File: config.mk
export PLATFORM = sky130hd
export DESIGN_NAME = serial_adder
export DESIGN_NICKNAME = d
export VERILOG_FILES = /design/src/rtl/hack_arith_pkg.sv /design/src/rtl/adder_slice.sv /design/src/rtl/serial_adder.sv
export SDC_FILE = /design/constraint.sdc
export NUM_CORES = 1
export LEC_CHECK = 0
export ABC_AREA = 1
export BUFFER_PORTS_ARGS = -buffer_cell sky130_fd_sc_hd__buf_2
export CAP_MARGIN = 30
export CORE_ASPECT_RATIO = 1.25
export CORE_MARGIN = 2
export CORE_UTILIZATION = 35
export DETAILED_ROUTE_END_ITERATION = 10
export GPL_ROUTABILITY_DRIVEN = 0
export GPL_TIMING_DRIVEN = 0
export PLACE_DENSITY_LB_ADDON = 0.08
export SYNTH_ARGS = -nofsm -noshare
export SYNTH_HDL_FRONTEND = slang
export SYNTH_SLANG_ARGS = --single-unit
File: constraint.sdc
create_clock -name clk -period 3.5 [get_ports clk]
set_input_delay 0.175 -clock clk [delete_from_list [all_inputs] [get_ports clk]]
set_output_delay 0.175 -clock clk [all_outputs]
set_load 0.005 [all_outputs]
File: src/rtl/hack_arith_pkg.sv
// Shared types and defaults for the serial adder: FSM state encoding, default
// widths and the half-adder primitive the digit slice is built from.
package hack_arith_pkg;

  localparam int DEFAULT_WIDTH = 16;
  localparam int DEFAULT_DIGIT = 4;

  typedef enum logic [1:0] {
    IDLE = 2'd0,
    RUN  = 2'd1,
    DONE = 2'd2
  } state_t;

  // Returns {carry, sum} of two bits.
  function automatic logic [1:0] halfAdd(input logic a, input logic b);
    return {a & b, a ^ b};
  endfunction

endpackage

File: src/rtl/adder_slice.sv
// Combinational DIGIT-bit ripple adder made of full adders, each built from
// two half adders. Also exposes the carry into the digit MSB for overflow.
module adder_slice
  import hack_arith_pkg::*;
#(
  parameter int DIGIT = DEFAULT_DIGIT
) (
  input  logic [DIGIT-1:0] i_a,
  input  logic [DIGIT-1:0] i_b,
  input  logic             i_cin,
  output logic [DIGIT-1:0] o_sum,
  output logic             o_cout,
  output logic             o_cmsb
);

  logic [DIGIT:0] w_c;

  assign w_c[0] = i_cin;

  for (genvar g = 0; g < DIGIT; g++) begin : g_fa
    logic [1:0] w_ha1;
    logic [1:0] w_ha2;
    assign w_ha1      = halfAdd(i_a[g], i_b[g]);
    assign w_ha2      = halfAdd(w_ha1[0], w_c[g]);
    assign o_sum[g]   = w_ha2[0];
    assign w_c[g+1]   = w_ha1[1] | w_ha2[1];
  end

  assign o_cout = w_c[DIGIT];
  assign o_cmsb = w_c[DIGIT-1];

endmodule

File: src/rtl/serial_adder.sv
// Digit-serial adder: WIDTH-bit add performed DIGIT bits per clock.
// Optional subtract mode (x + ~y + 1) is enabled by defining SERIAL_ADDER_SUB_EN.
module serial_adder
  import hack_arith_pkg::*;
#(
  parameter int WIDTH = DEFAULT_WIDTH,
  parameter int DIGIT = DEFAULT_DIGIT
) (
  input  logic             clk,
  input  logic             reset,
  input  logic             start,
  input  logic [WIDTH-1:0] x,
  input  logic [WIDTH-1:0] y,
  input  logic             cin,
  output logic [WIDTH-1:0] sum,
  output logic             carry,
  output logic             overflow,
  output logic             busy,
  output logic             done
`ifdef SERIAL_ADDER_SUB_EN
  ,
  input  logic             sub
`endif
);

  localparam int NDIG = WIDTH / DIGIT;
  localparam int CW   = (NDIG > 1) ? $clog2(NDIG) : 1;

  state_t           r_state;
  state_t           w_next;
  logic [WIDTH-1:0] r_x;
  logic [WIDTH-1:0] r_y;
  logic [WIDTH-1:0] r_sum;
  logic             r_runCarry;
  logic             r_carry;
  logic             r_overflow;
  logic [CW-1:0]    r_cnt;

  logic             w_accept;
  logic             w_last;
  logic [31:0]      w_base;
  logic [WIDTH-1:0] w_xShift;
  logic [WIDTH-1:0] w_yShift;
  logic [DIGIT-1:0] w_digSum;
  logic             w_cout;
  logic             w_cmsb;
  logic [WIDTH-1:0] w_yIn;
  logic             w_cinIn;

  // Subtraction is folded into the captured operand so the datapath only adds.
`ifdef SERIAL_ADDER_SUB_EN
  assign w_yIn   = sub ? ~y : y;
  assign w_cinIn = sub | cin;
`else
  assign w_yIn   = y;
  assign w_cinIn = cin;
`endif

  assign w_accept = start && ((r_state == IDLE) || (r_state == DONE));
  assign w_last   = (r_cnt == CW'(NDIG - 1));
  assign w_base   = 32'(r_cnt) * 32'(DIGIT);
  assign w_xShift = r_x >> w_base;
  assign w_yShift = r_y >> w_base;

  adder_slice #(.DIGIT(DIGIT)) u_slice (
    .i_a    (w_xShift[DIGIT-1:0]),
    .i_b    (w_yShift[DIGIT-1:0]),
    .i_cin  (r_runCarry),
    .o_sum  (w_digSum),
    .o_cout (w_cout),
    .o_cmsb (w_cmsb)
  );

  always_ff @(posedge clk) begin
    if (reset) r_state <= IDLE;
    else       r_state <= w_next;
  end

  always_comb begin
    w_next = r_state;
    case (r_state)
      IDLE:    if (start) w_next = RUN;
      RUN:     if (w_last) w_next = DONE;
      DONE:    w_next = start ? RUN : IDLE;
      default: w_next = IDLE;
    endcase
  end

  always_comb begin
    busy = 1'b0;
    done = 1'b0;
    busy = (r_state == RUN);
    done = (r_state == DONE);
  end

  // The running carry is internal; the visible carry/overflow only update on the last digit.
  always_ff @(posedge clk) begin
    if (reset) begin
      r_x        <= '0;
      r_y        <= '0;
      r_sum      <= '0;
      r_runCarry <= 1'b0;
      r_carry    <= 1'b0;
      r_overflow <= 1'b0;
      r_cnt      <= '0;
    end else if (w_accept) begin
      r_x        <= x;
      r_y        <= w_yIn;
      r_runCarry <= w_cinIn;
      r_sum      <= '0;
      r_carry    <= 1'b0;
      r_overflow <= 1'b0;
      r_cnt      <= '0;
    end else if (r_state == RUN) begin
      r_sum[w_base +: DIGIT] <= w_digSum;
      r_runCarry             <= w_cout;
      if (w_last) begin
        r_carry    <= w_cout;
        r_overflow <= w_cmsb ^ w_cout;
      end else begin
        r_cnt <= r_cnt + 1'b1;
      end
    end
  end

  assign sum      = r_sum;
  assign carry    = r_carry;
  assign overflow = r_overflow;

endmodule

-- Yosys cells after proc, flatten, opt, wreduce, memory -nomap -nowiden
Index checks and enable logic that the tools add are counted.
- register bits: 55
- bits of input ports: 36
- output and inout port bits: 20
- word-level logic and storage cells: 56
- add/sub/neg operators: 2
- equal/unequal tests: 5
- shift operators: 4
- muxes and demuxes: 7
- bitwise operators: 22
- reduce and logical (&&, ||, !) cells: 8
- operators by type and width (cell ; number):
    negation 4 -> 34 bit ; 1
    variable shift 4 x 34 -> 16 bit, first input constant ; 1
    variable part select 4 x 34 -> 16 bit ; 1
    >> shifter 16 x 4 -> 4 bit ; 2
    bitwise mux 16 bit ; 1
    XOR 1 bit ; 9
    AND 1 bit ; 8
    one-hot mux 2 bit (3 select lines) ; 1
    AND reduction 2 bit ; 3
    == test 2 bit, second input constant ; 2
    two-way mux 2 bit ; 2
    OR 1 bit ; 4
    two-way mux 1 bit ; 3
    adder 2 x 1 -> 2 bit, second input constant ; 1
    == test 2 x 1 -> 1 bit, second input constant ; 1
    zero test 2 bit ; 1
    != test 2 x 1 -> 1 bit, second input constant ; 1
    != test 2 bit, second input constant ; 1
    nonzero test 2 bit ; 1
    OR reduction 2 bit ; 1
    logical AND 1 bit ; 1
    logical OR 1 bit ; 1
    NOT 1 bit ; 1

-- Logic depth before layout (Yosys ltp)
- depth in word-level cells: 12
- mapped depth: 16
- gate-level depth less buffers: 15

-- By module
Synthesis repeated with hierarchy kept, for this count alone.
- cell total of the unflattened synthesis: 340
- area, all modules: 2449.8 um^2
- by module, submodules not included (module ; instances ; cells an instance ; area each (um^2) ; sequential area each (um^2)):
    serial_adder ; 1 ; 326 ; 2332.2 ; 1101.1
    adder_slice ; 1 ; 14 ; 117.6 ; 0.0

-- Worst setup path before layout
Ideal clock, no wire load.
- path type: register to register
- from: reg r_cnt[0]
- to: reg r_sum[7] (netlist: sum[7])
- setup time: 0.117 ns
- arrival: 2.717 ns
- data required time: 3.383 ns
- path slack: 0.666 ns
- cell stages (with the launch flop): 17
- buffers on the path: 1
- clock period less this slack: 2.834 ns
- cell sequence: dfxtp_1 -> inv_2 -> buf_2 -> nor2_1 -> o22ai_1 -> fa_1 -> inv_1 -> fa_1 -> fa_1 -> inv_1 -> fa_1 -> nand2_1 -> nor2_1 -> nand2_1 -> nand2_1 -> inv_1 -> nor2_1
- cells in the longest elaborated chain, start to end: 11
- elaborated cells on any way between the ends: 23
- classes of those cells: add/sub (1); shift (4); mux (1); bitwise (17)
- ends and longest elaborated chain (what ; RTL line ; text):
    start: declaration ; serial_adder.sv:37 ; logic [CW-1:0] r_cnt;
    start signal: assignment ; serial_adder.sv:121 ; r_cnt <= r_cnt + 1'b1;
    >> shifter 16 x 4 -> 4 bit (on tied branches) ; serial_adder.sv:62, serial_adder.sv:63 ;
    XOR 1 bit ; hack_arith_pkg.sv:16 ; return {a & b, a ^ b};
    AND 1 bit ; hack_arith_pkg.sv:16 ;
    OR 1 bit ; adder_slice.sv:26 ; assign w_c[g+1] = w_ha1[1] | w_ha2[1];
    AND 1 bit ; hack_arith_pkg.sv:16 ;
    OR 1 bit ; adder_slice.sv:26 ;
    AND 1 bit ; hack_arith_pkg.sv:16 ;
    OR 1 bit ; adder_slice.sv:26 ;
    XOR 1 bit ; hack_arith_pkg.sv:16 ;
    variable part select 4 x 34 -> 16 bit ; serial_adder.sv:115 ; r_sum[w_base +: DIGIT] <= w_digSum;
    bitwise mux 16 bit (*) ; serial_adder.sv:115 ;
    end signal: indexed assignment ; serial_adder.sv:115 ;
    end: declaration ; serial_adder.sv:33 ; logic [WIDTH-1:0] r_sum;
Mark *: on every way between the ends. The rest lies on a longest branch, timed or not.
A chain may end at the register's enable or synchronous reset.

-- Worst setup path in the final report
- from: reg r_cnt[0]
- to: reg r_sum[11] (netlist: sum[11])
Same word-level chain as after synthesis.

==> metrics.md <==
| Metric | Value |
|---|---|
| Least-Margin Pin Slew | 0.4455 ns |
| Met1 Use GR | 0.1847 |
| Largest net degree at the start of global routing | 16 |
| FFs w/ async S/R, synth | 0 |
| Via density per instance | 4.702 |
| Drt first pass iters | 4 |
| Setup crit end kind | register |
| Final Hold Fails | 0 |
| Worst hold path type | in -> reg |
| Core region area | 7357 um^2 |
| GRT met2 Usage | 0.3265 |
| GRT busiest layer | met2 |
| Maximum fanout along the worst path | 12 |
| Reg2Reg Setup Slack | 0.26 ns |
| Max IR drop VDD | 163.1 uV |
| Most frequent cell after synthesis | nor2_1 |
| Clock sink count | 55 |
| CTS Buffer Depth | 2 |
| Met3 usage | 0.02941 |
| Leading area contributor after synthesis | dfxtp_1 |
| Final WS setup | 0.2624 ns |
| Min-Delay Endpoint | r_x[14] |
| Residual DRC count | 0 |
| Total grt overflow | 0 |
| Initial core utilization | 0.3599 |
| Tcrit/Tclk final | 0.9250 |
| Skew final | 0.006758 ns |
| Top FF cell, synth | dfxtp_1 |
| CP arrival | 3.45 ns |
| Sequential element share of the synthesized area | 0.4159 |
| Core Rows | 35 |
| HP Start | x[14] |
| Drt wl/cell | 13.05 um |
| # diodes | 0 |
| Share of the synthesized area in the top cell type | 0.4159 |
| Critical R2R Launch | r_cnt[0] |
| Share of cells above drive strength 1 | 0.2937 |
| Number of global-route vias before repair | 2,430 |
| Status | completed |
| Clk_lat worst skew | 0.31 ns |
| P_leak | 1.430 nW |
| Total power | 1.278 mW |
| Vert. Die Dim | 101.2 um |
| Synth area leaders | dfxtp_1, nor2_1, o21ai_0 |
| Final setup TNS | 0 ns |
| Pwr dens | 406.3 nW/um^2 |
| Wire length of the first global-routing pass | 10,810 um |
| TritonCTS clock tree | done |
| Dpl hpwl | 4986 um |
| Synthesized Nets | 394 |
| Hold Path Stages | 3 |
| RSZ-0062 raised after global routing | no |
| Relative slew slack | 0.7030 |
| EDFF count, synth | 0 |
| Hold Slack | 0.08190 ns |
| Slew Viols, Final | 0 |
| Iter 0 DRT Violations | 52 |
| Synth Cell Area | 2648 um^2 |
| Root Driver | clkbuf_8 |
| Die width | 81.79 um |
| Initial antenna violation count | 0 |
| Critical path class | reg -> reg |
| Layout Nets | 458 |
| Most frequent cells after synthesis | nor2_1, dfxtp_1, o21ai_0 |
| #FFs+latches synth | 55 |
| Clock Pin Slew Worst Setup and Hold Paths | 0.10 ns |
| Die footprint | 8280 um^2 |
| Peak Freq | 308.9 MHz |
| Synth unique cells | 25 |
| Max Cap Viol | 0 |
| Cts bufs inserted | 5 |
| R2r endpoint | sum[11] |
| Dpl ws | 0.1772 ns |
| I/O Pins | 56 |
| Synth warn | 0 |
| Final Cell Area | 3146 um^2 |
| Antenna-violating nets left | 0 |
| Syn_area_per_cell | 7.608 um^2 |
| Hold_buf cts | 0 |
| Placed Area | 3038 um^2 |
| Worst R2R Path Depth | 14 |
| Clock period minus worst slack | 3.238 ns |
| Vias | 2,370 |
| CP Launch Type | register |
| GRT Util Overall | 0.1711 |
| Mapped Cells | 348 |
| Buffers on Ports | 55 |
| Area growth syn-to-layout | 18.81% |
| # setup viols final | 0 |
| CTS H-Tree Depth | 2 |
| Post-Route WL | 6575 um |
| Worst Path Required | 3.71 ns |
[worst max-delay path: stages, from the launching register on]
cell     delay, ns
dfxtp_2       0.40
inv_2         0.17
buf_2         0.28
nor2_1        0.07
o22ai_1       0.27
fa_1          0.22
inv_1         0.05
fa_1          0.37
fa_1          0.42
inv_1         0.09
fa_1          0.45
nand2_1       0.11
o21ai_0       0.12
nand2_1       0.09
nor2_2        0.03
[what timing repair did]
action                     in CTS  in global routing
buffers inserted                0                  2
setup endpoints to repair       0                  3
resized for setup               0                  2
[sequential cells by signal, indices dropped and copies added, names as in the netlist]
register	cells
r_y	16
r_x	16
r_runCarry	1
overflow	1
r_cnt	2
sum	16
r_state	2
carry	1
[report_power, final]
group / internal [mW] / switching, mW
Combinational: 0.0936 / 0.141
Clock: 0.156 / 0.200
Sequential: 0.664 / 0.0236
Total: 0.913 / 0.365
[final cells by class]
type                       instances  area [um^2]
fill                             819         4212
buffer                            15        122.6
inverter                          32        123.9
clock buffer                       6        82.58
multi-input combinational        246         1304
tap                               92        115.1
clock inverter                     1        5.005
sequential                        55         1102
timing repair buffer              57        290.3
[cells by family (layout without fill, tap and decap cells)]
kind of cell               after synthesis  count (layout)  synth area share
DFF                                     55              55            0.4159
xor gates and xnor gates                 1               1          0.003309
AOI/OAI and AO/OA                       85              85            0.1824
and+or+nand+nor                        150             150            0.2481
adders and majority gates               10              10           0.05860
buffers and inverters                   47             111           0.09168
[layer usage]
metal  vias up  wire length, um
met5         -                0
met4         0              148
met3        11              223
met2        48             3484
met1      1081             2718
li1       1230                -
[cells in the final DEF, fill, tap and decap left out, drive strengths merged]
| master | count |
|---|---|
| a21oi | 21 |
| fa | 4 |
| ha | 6 |
| inv | 31 |
| o21ai | 60 |
| buf | 69 |
| dfxtp | 55 |
| nand3 | 5 |
| clkinv | 1 |
| nand2 | 41 |
| xor2 | 1 |
| clkinvlp | 1 |
| nor2 | 102 |
| o22ai | 4 |
| nor3 | 2 |
| clkbuf | 9 |
[how the worst max path moves through the flow]
stage,from,end,slack (ns),cells past startpoint
after floorplan,r_cnt[0],sum[7],0.67,16
after global placement,r_cnt[0],sum[11],0.19,14
after detailed placement,r_cnt[0],sum[11],0.18,14
after CTS,r_cnt[0],sum[11],0.16,14
after global routing,r_cnt[0],sum[11],0.005,14
final,r_cnt[0],sum[11],0.26,14
[per-stage QoR]
step | instances | utilization
2_1_floorplan | 348 | -
3_3_place_gp | 495 | 0.4129
3_5_place_dp | 495 | 0.4129
4_1_cts | 502 | 0.4248
5_1_grt | 504 | 0.4276
6_report | 504 | 0.4276
Power figures use the tool's default switching activity.
